**src/rtl/seq_gen_param.sv**
```systemverilog
// Parameterised sequence generator: binary up, Johnson, Fibonacci LFSR and ring modes.
// Define SEQGEN_LOCKUP_RECOVER_EN to make a step from a lock-up state load a recovery value.
module seq_gen_param #(
  parameter int unsigned     W    = 8,
  parameter logic [W-1:0]    SEED = W'(1),
  parameter logic [W-1:0]    TAPS = W'(8'hB8)
) (
  input  logic         clk,
  input  logic         rst,
  input  logic         en,
  input  logic         ld,
  input  logic [W-1:0] ld_val,
  input  logic [1:0]   mode,
  output logic [W-1:0] y,
  output logic         wrap
);

  localparam logic [W-1:0] ONE = W'(1);

  if (W < 4 || W > 16) begin : g_bad_w
    $error("seq_gen_param: W must be in 4..16");
  end

  logic [W-1:0] y_q;
  logic [W-1:0] start_q;
  logic         wrap_q;
  logic [W-1:0] step_nxt;
  logic         recover;
  logic [W-1:0] recover_val;

  always_comb begin
    step_nxt = y_q;
    unique case (mode)
      2'b00:   step_nxt = y_q + ONE;
      2'b01:   step_nxt = {y_q[W-2:0], ~y_q[W-1]};
      2'b10:   step_nxt = {y_q[W-2:0], ^(y_q & TAPS)};
      2'b11:   step_nxt = {y_q[W-2:0], y_q[W-1]};
      default: step_nxt = y_q;
    endcase
  end

`ifdef SEQGEN_LOCKUP_RECOVER_EN
  logic [W-1:0] y_inv;
  logic         johnson_ok;
  logic         onehot;

  // Legal Johnson codes are 0*1* or 1*0*: either y or ~y is of the form 2^k-1.
  assign y_inv      = ~y_q;
  assign johnson_ok = ((y_q & (y_q + ONE)) == '0) || ((y_inv & (y_inv + ONE)) == '0);
  assign onehot     = (y_q != '0) && ((y_q & (y_q - ONE)) == '0);

  always_comb begin
    recover     = 1'b0;
    recover_val = '0;
    unique case (mode)
      2'b01: begin
        if (!johnson_ok) begin
          recover     = 1'b1;
          recover_val = '0;
        end
      end
      2'b10: begin
        if (y_q == '0) begin
          recover     = 1'b1;
          recover_val = SEED;
        end
      end
      2'b11: begin
        if (!onehot) begin
          recover     = 1'b1;
          recover_val = ONE;
        end
      end
      default: begin
        recover     = 1'b0;
        recover_val = '0;
      end
    endcase
  end
`else
  assign recover     = 1'b0;
  assign recover_val = '0;
`endif

  always_ff @(posedge clk) begin
    if (rst) begin
      y_q     <= SEED;
      start_q <= SEED;
      wrap_q  <= 1'b0;
    end else if (ld) begin
      y_q     <= ld_val;
      start_q <= ld_val;
      wrap_q  <= 1'b0;
    end else if (en) begin
      if (recover) begin
        y_q    <= recover_val;
        wrap_q <= 1'b0;
      end else begin
        y_q    <= step_nxt;
        wrap_q <= (step_nxt == start_q);
      end
    end else begin
      wrap_q <= 1'b0;
    end
  end

  assign y    = y_q;
  assign wrap = wrap_q;

endmodule
```
**config.mk**
```make
export PLATFORM = sky130hd
export DESIGN_NAME = seq_gen_param
export DESIGN_NICKNAME = d
export VERILOG_FILES = /design/src/rtl/seq_gen_param.sv
export SDC_FILE = /design/constraint.sdc
export NUM_CORES = 1
export LEC_CHECK = 0
export BUFFER_PORTS_ARGS = -buffer_cell sky130_fd_sc_hd__buf_4
export CAP_MARGIN = 20
export CORE_UTILIZATION = 47
export CTS_CLUSTER_DIAMETER = 150
export CTS_CLUSTER_SIZE = 10
export DETAILED_ROUTE_END_ITERATION = 16
export GPL_ROUTABILITY_DRIVEN = 0
export GPL_TIMING_DRIVEN = 0
export PLACE_DENSITY = 0.71
export RECOVER_POWER = 50
export SLEW_MARGIN = 10
export SYNTH_ARGS = -nofsm -noshare
export SYNTH_HDL_FRONTEND = slang
export SYNTH_SLANG_ARGS = --single-unit
```
**constraint.sdc**
```tcl
create_clock -name clk -period 4.6 [get_ports clk]
set_clock_uncertainty 0.05 [all_clocks]
set_input_delay 0.46 -clock clk [delete_from_list [all_inputs] [get_ports clk]]
set_output_delay 0.46 -clock clk [all_outputs]
set_load 0.01 [all_outputs]
```
==> results of run 1 <==
==> routing by layer <==
| layer | global-route usage [%] | up-vias |
|---|---|---|
| li1 | - | 677 |
| met5 | 0 | - |
| met1 | 32.2 | 631 |
| met4 | 11.1 | 0 |
| met2 | 36.6 | 57 |
| met3 | 3.26 | 11 |
==> sequential cells by signal (all words and copies together), names as in the netlist <==
| signal | count |
|---|---|
| start_q | 8 |
| wrap | 1 |
| y | 8 |
==> cells by family (layout without fill, tap and decap cells) <==
| logic type | after synthesis | after routing | share of synthesized area [%] |
|---|---|---|---|
| buffers and inverters | 22 | 47 | 11.3 |
| XOR/XNOR | 6 | 6 | 4.38 |
| AO/OA/AOI/OAI | 53 | 53 | 26.8 |
| flip-flops | 17 | 17 | 24.8 |
| adder cells (fa/ha/maj) | 2 | 2 | 1.82 |
| multiplexers | 5 | 5 | 3.65 |
| AND/OR/NAND/NOR | 67 | 67 | 27.3 |
==> synth_stat cells (2+ instances only) <==
cell,count
a21o_1,2
dfxtp_1,17
mux2i_1,5
clkbuf_1,2
o22ai_1,2
nand3b_1,2
nor3_1,2
a311oi_1,2
o221ai_1,2
a211o_1,2
o211ai_1,2
ha_1,2
buf_4,4
inv_1,7
or3_1,3
buf_6,7
nand2b_1,7
nand2_1,20
xnor2_1,4
a21oi_1,25
o21ai_2,2
nor2_1,13
nand3_1,2
nand4_1,3
o21ai_0,5
or4_1,3
==> tightest hold or removal path: stages <==
cell,delay (ns)
buf_4,0.08
a21oi_1,0.06
nand2_1,0.05
==> layout make-up <==
| class | instances | share of cell area [%] |
|---|---|---|
| multi-input cells | 133 | 56.0 |
| flip-flops and latches | 17 | 21.7 |
| repair buffers | 21 | 8.63 |
| plain buffers | 15 | 7.75 |
| well taps | 31 | 2.48 |
| clock buffers | 4 | 1.68 |
| inverters | 7 | 1.68 |
==> cells in the final DEF, fill, tap and decap left out, drive strengths merged <==
cell     netlist  final
a2111oi        1      1
a211o          2      2
a211oi         1      1
a21o           3      3
a21oi         25     25
a221oi         1      1
a311oi         2      2
a31oi          1      1
and4b          1      1
buf           12     26
clkbuf         3     14
dfxtp         17     17
ha             2      2
inv            7      7
mux2i          5      5
nand2         21     21
nand2b         7      7
nand3          2      2
nand3b         2      2
nand4          4      4
nor2          14     14
nor3           2      2
nor3b          1      1
nor4           1      1
nor4b          1      1
o2111ai        1      1
o211a          1      1
o211ai         3      3
o21ai          7      7
o221ai         2      2
o22ai          2      2
o31a           1      1
or2            1      1
or3            3      3
or3b           2      2
or4            4      4
or4b           1      1
xnor2          5      5
xor2           1      1
==> worst max path at each step <==
stage                     from  endpoint  slack, ns  cells after the start
final                     y[4]      wrap       2.57                      6
after global routing      y[4]      wrap       2.42                      6
after CTS                 y[4]      wrap       2.56                      6
after detailed placement  y[4]      wrap       2.58                      6
after global placement    y[4]      wrap       2.60                      6
after floorplan           y[4]      wrap       2.84                      6
==> metrics by stage <==
step	worst slack [ns]	utilization (%)	std cells	area (µm²)	total power, W
floorplan	2.84	-	172	1370	0.000253
global placement	2.60	56.9	224	1570	0.000287
detailed placement	2.58	56.9	224	1570	0.000290
CTS	2.56	57.8	228	1600	0.000372
global route	2.42	56.8	228	1570	0.000386
finish	2.57	56.8	228	1570	0.000368
==> where the power goes <==
part / leakage, nW / total [W] / switching (W) / internal [W]
Combinational: 0.473 / 0.000118 / 0.0000632 / 0.0000551
Sequential: 0.140 / 0.000167 / 0.0000106 / 0.000156
Clock: 0.0150 / 0.0000828 / 0.0000490 / 0.0000339
Total: 0.628 / 0.000368 / 0.000123 / 0.000245
==> metrics.txt, run 1 <==
DRT Pass-1 Iters 4; DIE WIDTH between 50 and 60 µm; synth unique cells 51; Synth async-reset ratio 0%; Slew headroom 66.0%; DRC violations left 0; CTS sink cnt 17; power density over the cells 235 nW/µm²; slowest CP cell dfxtp_1; reg2reg path depth 6; post-route ant nets 0; cell family with the largest share of critical-path delay compound AO/OA/AOI/OAI gates; Fill cells around 280; Final Slew Violations 0; wirelength, routed about 3500 µm; Avg Cell Area, Syn about 8 µm²; register bit total from synthesis 17; Reg2Reg Setup Slack ~2.6 ns; largest cells by area after synthesis dfxtp_1, a21oi_1, buf_6; H-tree lvl count 1; Initial Util 49.8%; Overall Global Routing Usage a little under a quarter; type of the tightest min-delay check in -> reg; routed wl met2 about 1700 µm; DR WL/cell between 15 and 20 µm; hold_sp ld_val[0]; M1 wire length around 1500 µm; Top Ports 23; layout cells sized above 1 between 20% and 30%; worst-margin pin slew about 0.50 ns; Seq/Total Area, Yosys around 25%; n_diodes 0; Nets about 210; clock buffer depth 2; max_cap viols 0; vias in the first global route roughly 1200; antenna violations before repair 0; Syn Nets roughly 190; hold path depth 3; total CTS buffers 3; worst path cell trace ha_1, xnor2_2, nor4b_1, a2111oi_4, o211ai_1, nor4_1; hold_ws 0.326 ns; Tmin final 2.03 ns; Worst EP required between 4 and 5 ns; dpl hpwl 2700 µm; Hold Violations, Final 0; row count 19; highest metal used met4; WS Path Type reg -> reg; Synth top area share 24.8%; FF+latch area between 300 and 400 µm²; f_max 492 MHz; Reg2Reg Launch Point y[4]; met3 WL 278 µm; P_leak between 0.6 and 0.7 nW; CTS resizes 0; CP arrival 2.19 ns; CP Buf/Inv Count 0; period utilization 44.2%; unrepaired setup endpoints after global routing no; area of the multi-input gates 877 µm²; peak supply drop approximately 0.16 mV; total gr overflow 0; core area about 2800 µm²; postcts setup bufs 0; CP Max Fanout 5; largest net degree at the start of global routing 11; Hold Path Sink y[0]; DR vias around 1400; Vias/cell 6.04; CTS Root Cell clkbuf_4; Layout area overhead 14.0%; warnings from Yosys 0; setup TNS 0 ns; Startpoint Class flip-flop; global-route wire length before repair a little under 6000 µm; Synth Flop Type dfxtp_1; Total Die Area between 3000 and 4000 µm²; Synth area leader dfxtp_1; status completed; Die Ht ~56 µm; DRT iter0 DRCs 67; crit-path max cell delay about 0.45 ns; Port-buffer cells 21; # setup viols final 0; # hold bufs at CTS 0; cell count after synthesis ~170; TritonCTS clock tree yes; Clk Latency, worst-skew pair ~0.30 ns; synthesized area 1370 µm²; reg2reg end wrap; Worst-path clk slew approximately 0.10 ns; endpoint class of the critical path flip-flop; Post-synth EDFFs 0
No activity file was read; power rests on OpenSTA's default activity.
==> run 2, diff against run 1 <==
--- a/config.mk
+++ b/config.mk
@@ -13,7 +13,7 @@
 export DETAILED_ROUTE_END_ITERATION = 16
 export GPL_ROUTABILITY_DRIVEN = 0
 export GPL_TIMING_DRIVEN = 0
-export PLACE_DENSITY = 0.71
+export PLACE_DENSITY = 0.73
 export RECOVER_POWER = 50
 export SLEW_MARGIN = 10
 export SYNTH_ARGS = -nofsm -noshare
==> constraint.sdc (replaced) <==
create_clock -name clk -period 1.6 [get_ports clk]
set_clock_uncertainty 0.05 [all_clocks]
set_input_delay 0.16 -clock clk [delete_from_list [all_inputs] [get_ports clk]]
set_output_delay 0.16 -clock clk [all_outputs]
set_load 0.01 [all_outputs]
==> run 2 against run 1 <==
The flow now finishes with violations (negative setup slack). Sequential share of layout area down 0.99 points. Sequential power rose to 2.9 times the previous value. Die area unchanged. Highest routed layer unchanged.
==> metrics.txt, run 2 (synthesis gave the netlist of run 1 again) <==
status complete, but fails checks (was completed); worst-margin pin slew 0.439 ns (was 0.503 ns); Clk Latency, worst-skew pair 0.30 ns (about the same); endpoint class of the critical path flip-flop (unchanged); reg2reg end wrap (unchanged); DIE WIDTH 56.0 µm (unchanged); # hold bufs at CTS 0 (unchanged); max_cap viols 0 (unchanged); row count 19 (unchanged); Finished Layout Cells 231 (was 228); Port-buffer cells 21 (unchanged); n_diodes 0 (unchanged); Switching Share 33.7% (was 33.4%); most frequent cells in the layout buf_4, a21oi_1, nand2_1 (was a21oi_1, nand2_1, buf_4); post-route ant nets 0 (unchanged); Top Ports 23 (unchanged); commonest non-fill, non-tap cell in the layout buf_4 (was a21oi_1); Layout area overhead 23.9% (was 14.0%); slowest CP cell dfxtp_4 (was dfxtp_1); Critical Path Sink wrap (unchanged); global-route wire length before repair 5830 µm (was 5820 µm); Critical Path Source y[5] (was y[4]); Vias/cell 5.98 (was 6.04); Internal Pwr Total 0.000729 W (was 0.000245 W); # setup viols final 4 (was 0); WS Path Type reg -> reg (unchanged); antenna violations before repair 0 (unchanged); DRC violations left 0 (unchanged); Tmin final 1.77 ns (was 2.03 ns); Die Ht 56.0 µm (unchanged); clock power share 21.7% (was 22.5%); wirelength, routed 3580 µm (was 3550 µm); Reg2Reg Setup Slack -0.17 ns (was 2.57 ns); f_max 565 MHz (was 492 MHz); CTS sink cnt 17 (unchanged); Reg2Reg Launch Point y[5] (was y[4]); dpl hpwl 2630 µm (was 2700 µm); clock buffer depth 2 (unchanged); P_leak 0.680 nW (was 0.628 nW); power density over the cells 646 nW/µm² (was 235 nW/µm²); final worst setup slack -0.171 ns (was 2.57 ns); reg2reg path depth 6 (unchanged); CP arrival 1.94 ns (was 2.19 ns); setup TNS -0.351 ns (was 0 ns); largest net degree at the start of global routing 11 (unchanged); Worst EP required 1.76 ns (was 4.75 ns); failing checks negative setup slack; DR vias 1382 (was 1376); vias in the first global route 1335 (was 1240); Final Slew Violations 0 (unchanged); CP Max Fanout 4 (was 5); part of the power in registers 44.0% (was 45.3%); DR WL/cell 15.5 µm (about the same); Total Die Area 3140 µm² (unchanged); Fill cells 246 (was 278); worst path cell trace ha_4, xnor2_4, and4b_1, a311oi_1, o211ai_1, nor4_1 (was ha_1, xnor2_2, nor4b_1, a2111oi_4, o211ai_1, nor4_1); Nets 217 (was 214); crit-path max cell delay 0.37 ns (was 0.45 ns); period utilization 111% (was 44.2%); DRT Pass-1 Iters 4 (unchanged); Slew headroom 70.8% (was 66.0%); Initial Util 49.8% (unchanged); CTS Root Cell clkbuf_4 (unchanged); Placed Cells incl. Taps 224 (unchanged); Overall Global Routing Usage 23.5% (was 23.6%); peak supply drop 0.674 mV (was 0.159 mV); Hold Violations, Final 0 (unchanged); core area 2760 µm² (unchanged); H-tree lvl count 1 (unchanged); total gr overflow 0 (unchanged); layout cells sized above 1 32.0% (was 21.3%); total CTS buffers 3 (unchanged); DRT iter0 DRCs 91 (was 67); type of the tightest min-delay check in -> reg (unchanged); unrepaired setup endpoints after global routing yes (was no); Comb pwr share 34.3% (was 32.2%); Startpoint Class flip-flop (unchanged); TritonCTS clock tree yes (unchanged); Worst-path clk slew 0.10 ns (about the same); Switching Power 0.000370 W (was 0.000123 W)
## run 2: timing repair
action,4_1_cts,5_1_grt
buffers inserted,0,3
gates resized for setup,1,3
pin swaps,1,4
setup endpoints to repair,4,6
## run 2: worst max-delay path, delay by kind of cell, from the launching register on
family / cells / cell delay, ns
fa+ha+maj: 1 / 0.26
xor+xnor: 1 / 0.17
simple gates: 2 / 0.48
flops: 1 / 0.37
compound gates: 2 / 0.36
## run 2: worst min path at each step
stage                     startpoint  endpoint  depth (start not counted)
after floorplan            ld_val[0]      y[0]                          2
after global placement     ld_val[0]      y[0]                          3
after detailed placement   ld_val[0]      y[0]                          3
after CTS                  ld_val[0]      y[0]                          3
after global routing       ld_val[0]      y[0]                          3
final                      ld_val[0]      y[0]                          3
## run 2: power groups by stage
stage          sequential, W  clock, W  combinational [W]
3_3_place_gp        0.000490         0           0.000360
5_1_grt             0.000486  0.000254           0.000410
4_1_cts             0.000483  0.000240           0.000372
2_1_floorplan       0.000490         0           0.000263
3_5_place_dp        0.000492         0           0.000369
6_report            0.000484  0.000238           0.000377
## run 2: through the flow
step / worst slack, ns / power [W] / hold slack, ns / util (%) / cell area [µm²]
floorplan: 0.00212 / 0.000753 / 0.237 / - / 1440
global placement: -0.148 / 0.000850 / 0.334 / 59.5 / 1640
detailed placement: -0.177 / 0.000861 / 0.343 / 59.5 / 1640
CTS: -0.189 / 0.00110 / 0.0221 / 60.7 / 1670
global route: -0.256 / 0.00115 / 0.0344 / 61.7 / 1700
finish: -0.171 / 0.00110 / 0.0230 / 61.7 / 1700
## run 2: cell type report
class	count	area, µm²	share of cell area, %
clock inverters	1	5.00	0.294
clock buffers	3	22.5	1.32
plain buffers	15	136	8.02
well taps	31	38.8	2.28
flip-flops and latches	17	353	20.8
inverters	7	26.3	1.55
repair buffers	24	176	10.4
multi-input cells	133	942	55.4
## run 2: layer usage
metal | wire, µm | GRT usage, % | share of wire (%) | vias to the layer above
li1 | - | - | - | 676
met1 | 1560 | 29.6 | 43 | 639
met2 | 1700 | 39.1 | 47 | 54
met3 | 202 | 2.33 | 5.6 | 13
met4 | 120 | 13.2 | 3.3 | 0
met5 | 0 | 0 | 0 | -
==> run 3, diff against run 2 <==
--- a/config.mk
+++ b/config.mk
@@ -13,7 +13,7 @@
 export DETAILED_ROUTE_END_ITERATION = 16
 export GPL_ROUTABILITY_DRIVEN = 0
 export GPL_TIMING_DRIVEN = 0
-export PLACE_DENSITY = 0.73
+export PLACE_DENSITY = 0.71
 export RECOVER_POWER = 50
 export SLEW_MARGIN = 10
 export SYNTH_ARGS = -nofsm -noshare
==> run 3 against run 2 <==
First-iteration DRC count shrank 1.1%. Die area is the same. Cell count grew 0.43%. The run still ends with negative setup slack left. Highest routed layer unchanged. Maximum frequency shrank 1.3%. Largest cell class unchanged. Total power grew 0.71%. Register-to-register slack lost 0.02 ns. Critical path type unchanged. Utilization grew 0.50 points. Sequential power is essentially flat. Critical path depth is the same.
==> metrics.txt, run 3 (synthesis gave the netlist of run 1 again) <==
status complete, but fails checks (unchanged); failing checks negative setup slack (unchanged); DR WL/cell 16.1 µm (was 15.5 µm); cell family with the largest share of critical-path delay simple AND/OR/NAND/NOR gates (unchanged); period utilization 112% (was 111%); Fill cells 250 (was 246); final worst setup slack -0.194 ns (was -0.171 ns); DRC violations left 0 (unchanged); Nets 218 (was 217); setup slack at placement -0.167 ns (was -0.177 ns); Startpoint Class flip-flop (unchanged); Top Ports 23 (unchanged); Placed Cells incl. Taps 224 (unchanged); H-tree lvl count 1 (unchanged); P_leak 0.689 nW (was 0.680 nW); slowest CP cell dfxtp_4 (unchanged); Worst-path clk slew 0.10 ns (about the same); DRT iter0 DRCs 90 (was 91); unrepaired setup endpoints after global routing yes (unchanged); # setup viols final 4 (unchanged); crit-path max cell delay 0.37 ns (about the same); total CTS buffers 3 (unchanged); Slew headroom 70.9% (was 70.8%); Initial Util 49.8% (unchanged); power density over the cells 646 nW/µm² (about the same); Clk Latency, worst-skew pair 0.30 ns (about the same); WS Path Type reg -> reg (unchanged); # hold bufs at CTS 0 (unchanged); largest net degree at the start of global routing 11 (unchanged); dpl hpwl 2670 µm (was 2630 µm); worst path cell trace ha_4, xnor2_4, and4b_1, a311oi_1, o211ai_1, nor4_1 (unchanged); worst-margin pin slew 0.436 ns (was 0.439 ns); Switching Power 0.000372 W (was 0.000370 W); most frequent cells in the layout a21oi_1, buf_4, nand2_1 (was buf_4, a21oi_1, nand2_1); reg2reg path depth 6 (unchanged); Port-buffer cells 21 (unchanged); CP arrival 1.95 ns (was 1.94 ns); Overall Global Routing Usage 24.9% (was 23.5%); hold path depth 3 (unchanged); core area 2760 µm² (unchanged); peak supply drop 0.602 mV (was 0.674 mV); Finished Layout Cells 232 (was 231); vias in the first global route 1435 (was 1335); CP Buf/Inv Count 0 (unchanged); layout cells sized above 1 31.8% (was 32.0%); DRT Pass-1 Iters 5 (was 4); CTS sink cnt 17 (unchanged); n_diodes 0 (unchanged); post-route ant nets 0 (unchanged); Layout area overhead 24.9% (was 23.9%); Tmin final 1.79 ns (was 1.77 ns); f_max 558 MHz (was 565 MHz); antenna violations before repair 0 (unchanged); Internal Pwr Total 0.000734 W (was 0.000729 W); commonest non-fill, non-tap cell in the layout a21oi_1 (was buf_4); Vias/cell 6.08 (was 5.98); endpoint class of the critical path flip-flop (unchanged); Worst EP required 1.76 ns (about the same); Final Slew Violations 0 (unchanged); Die Ht 56.0 µm (unchanged); total gr overflow 0 (unchanged); CTS Root Cell clkbuf_4 (unchanged); type of the tightest min-delay check in -> reg (unchanged); DIE WIDTH 56.0 µm (unchanged); Crit. path cell count 6 (unchanged); clock buffer depth 2 (unchanged); global-route wire length before repair 6330 µm (was 5830 µm); wirelength, routed 3730 µm (was 3580 µm); CP Max Fanout 4 (unchanged); Switching Share 33.6% (was 33.7%); DR vias 1411 (was 1382); max_cap viols 0 (unchanged); part of the power in registers 43.6% (was 44.0%); clock power share 21.3% (was 21.7%); TritonCTS clock tree yes (unchanged); Hold Violations, Final 0 (unchanged); Comb pwr share 35.1% (was 34.3%); row count 19 (unchanged); Total Die Area 3140 µm² (unchanged)
run 3: changes by cell type in the layout (fill, tap and decap cells not counted):
cell and delta:
buf_6 +2, a21oi_1 +1, a21oi_2 -1, buf_4 -1, dfxtp_1 -1, dfxtp_4 +1
or3b_2 -1, or3b_4 +1, or4_1 +1, or4_4 -1
run 3: worst reg2reg max path: cells and delay by family, from the launching register on:
family | cells | cell delay [ns]
xor+xnor | 1 | 0.17
flops | 1 | 0.37
simple gates | 2 | 0.49
fa+ha+maj | 1 | 0.26
compound gates | 2 | 0.37
run 3: final timing paths:
check | startpoint | to | slack, ns
max reg2reg | y[5] | wrap | -0.19
max | y[5] | wrap | -0.19
min | ld_val[0] | y[0] | 0.03
min reg2reg | start_q[4] | start_q[4] | 0.44
run 3: what timing repair did:
item / CTS / global route
endpoints found under the hold margin: 0 / 0
gates resized for setup: 2 / 4
endpoints found under the setup margin: 4 / 6
buffers inserted: 4 / 0
pin swaps: 2 / 2
run 3: area by class of cell:
| type | instances | area [µm²] | share of cell area (%) |
|---|---|---|---|
| clock inverters | 1 | 5.00 | 0.292 |
| flip-flops and latches | 17 | 357 | 20.8 |
| repair buffers | 25 | 191 | 11.2 |
| well taps | 31 | 38.8 | 2.26 |
| multi-input cells | 133 | 937 | 54.7 |
| inverters | 7 | 26.3 | 1.53 |
| plain buffers | 15 | 136 | 7.96 |
| clock buffers | 3 | 22.5 | 1.31 |
run 3: through the flow:
| stage | utilization, % | TNS, ns | total power [W] | hold WS [ns] | area, µm² |
|---|---|---|---|---|---|
| floorplan | - | 0 | 0.000753 | 0.237 | 1440 |
| global placement | 59.5 | -0.227 | 0.000851 | 0.334 | 1640 |
| detailed placement | 59.5 | -0.280 | 0.000861 | 0.339 | 1640 |
| CTS | 61.9 | -0.289 | 0.00111 | 0.0198 | 1710 |
| global route | 62.2 | -0.703 | 0.00116 | 0.0587 | 1710 |
| finish | 62.2 | -0.288 | 0.00111 | 0.0250 | 1710 |
run 3: power by group through the flow:
stage / logic, W / clock network (W) / registers, W
after floorplan: 0.000263 / 0 / 0.000490
after global placement: 0.000361 / 0 / 0.000490
after detailed placement: 0.000369 / 0 / 0.000492
after CTS: 0.000381 / 0.000243 / 0.000483
after global routing: 0.000419 / 0.000256 / 0.000488
final: 0.000389 / 0.000235 / 0.000483
run 3: metal layers:
layer / wire (µm) / vias to the layer above / GRT usage, %
met2: 1800 / 52 / 40.8
met3: 167 / 16 / 2.33
met4: 121 / 0 / 11.8
li1: - / 680 / -
met1: 1640 / 663 / 32.7
met5: 0 / - / 0
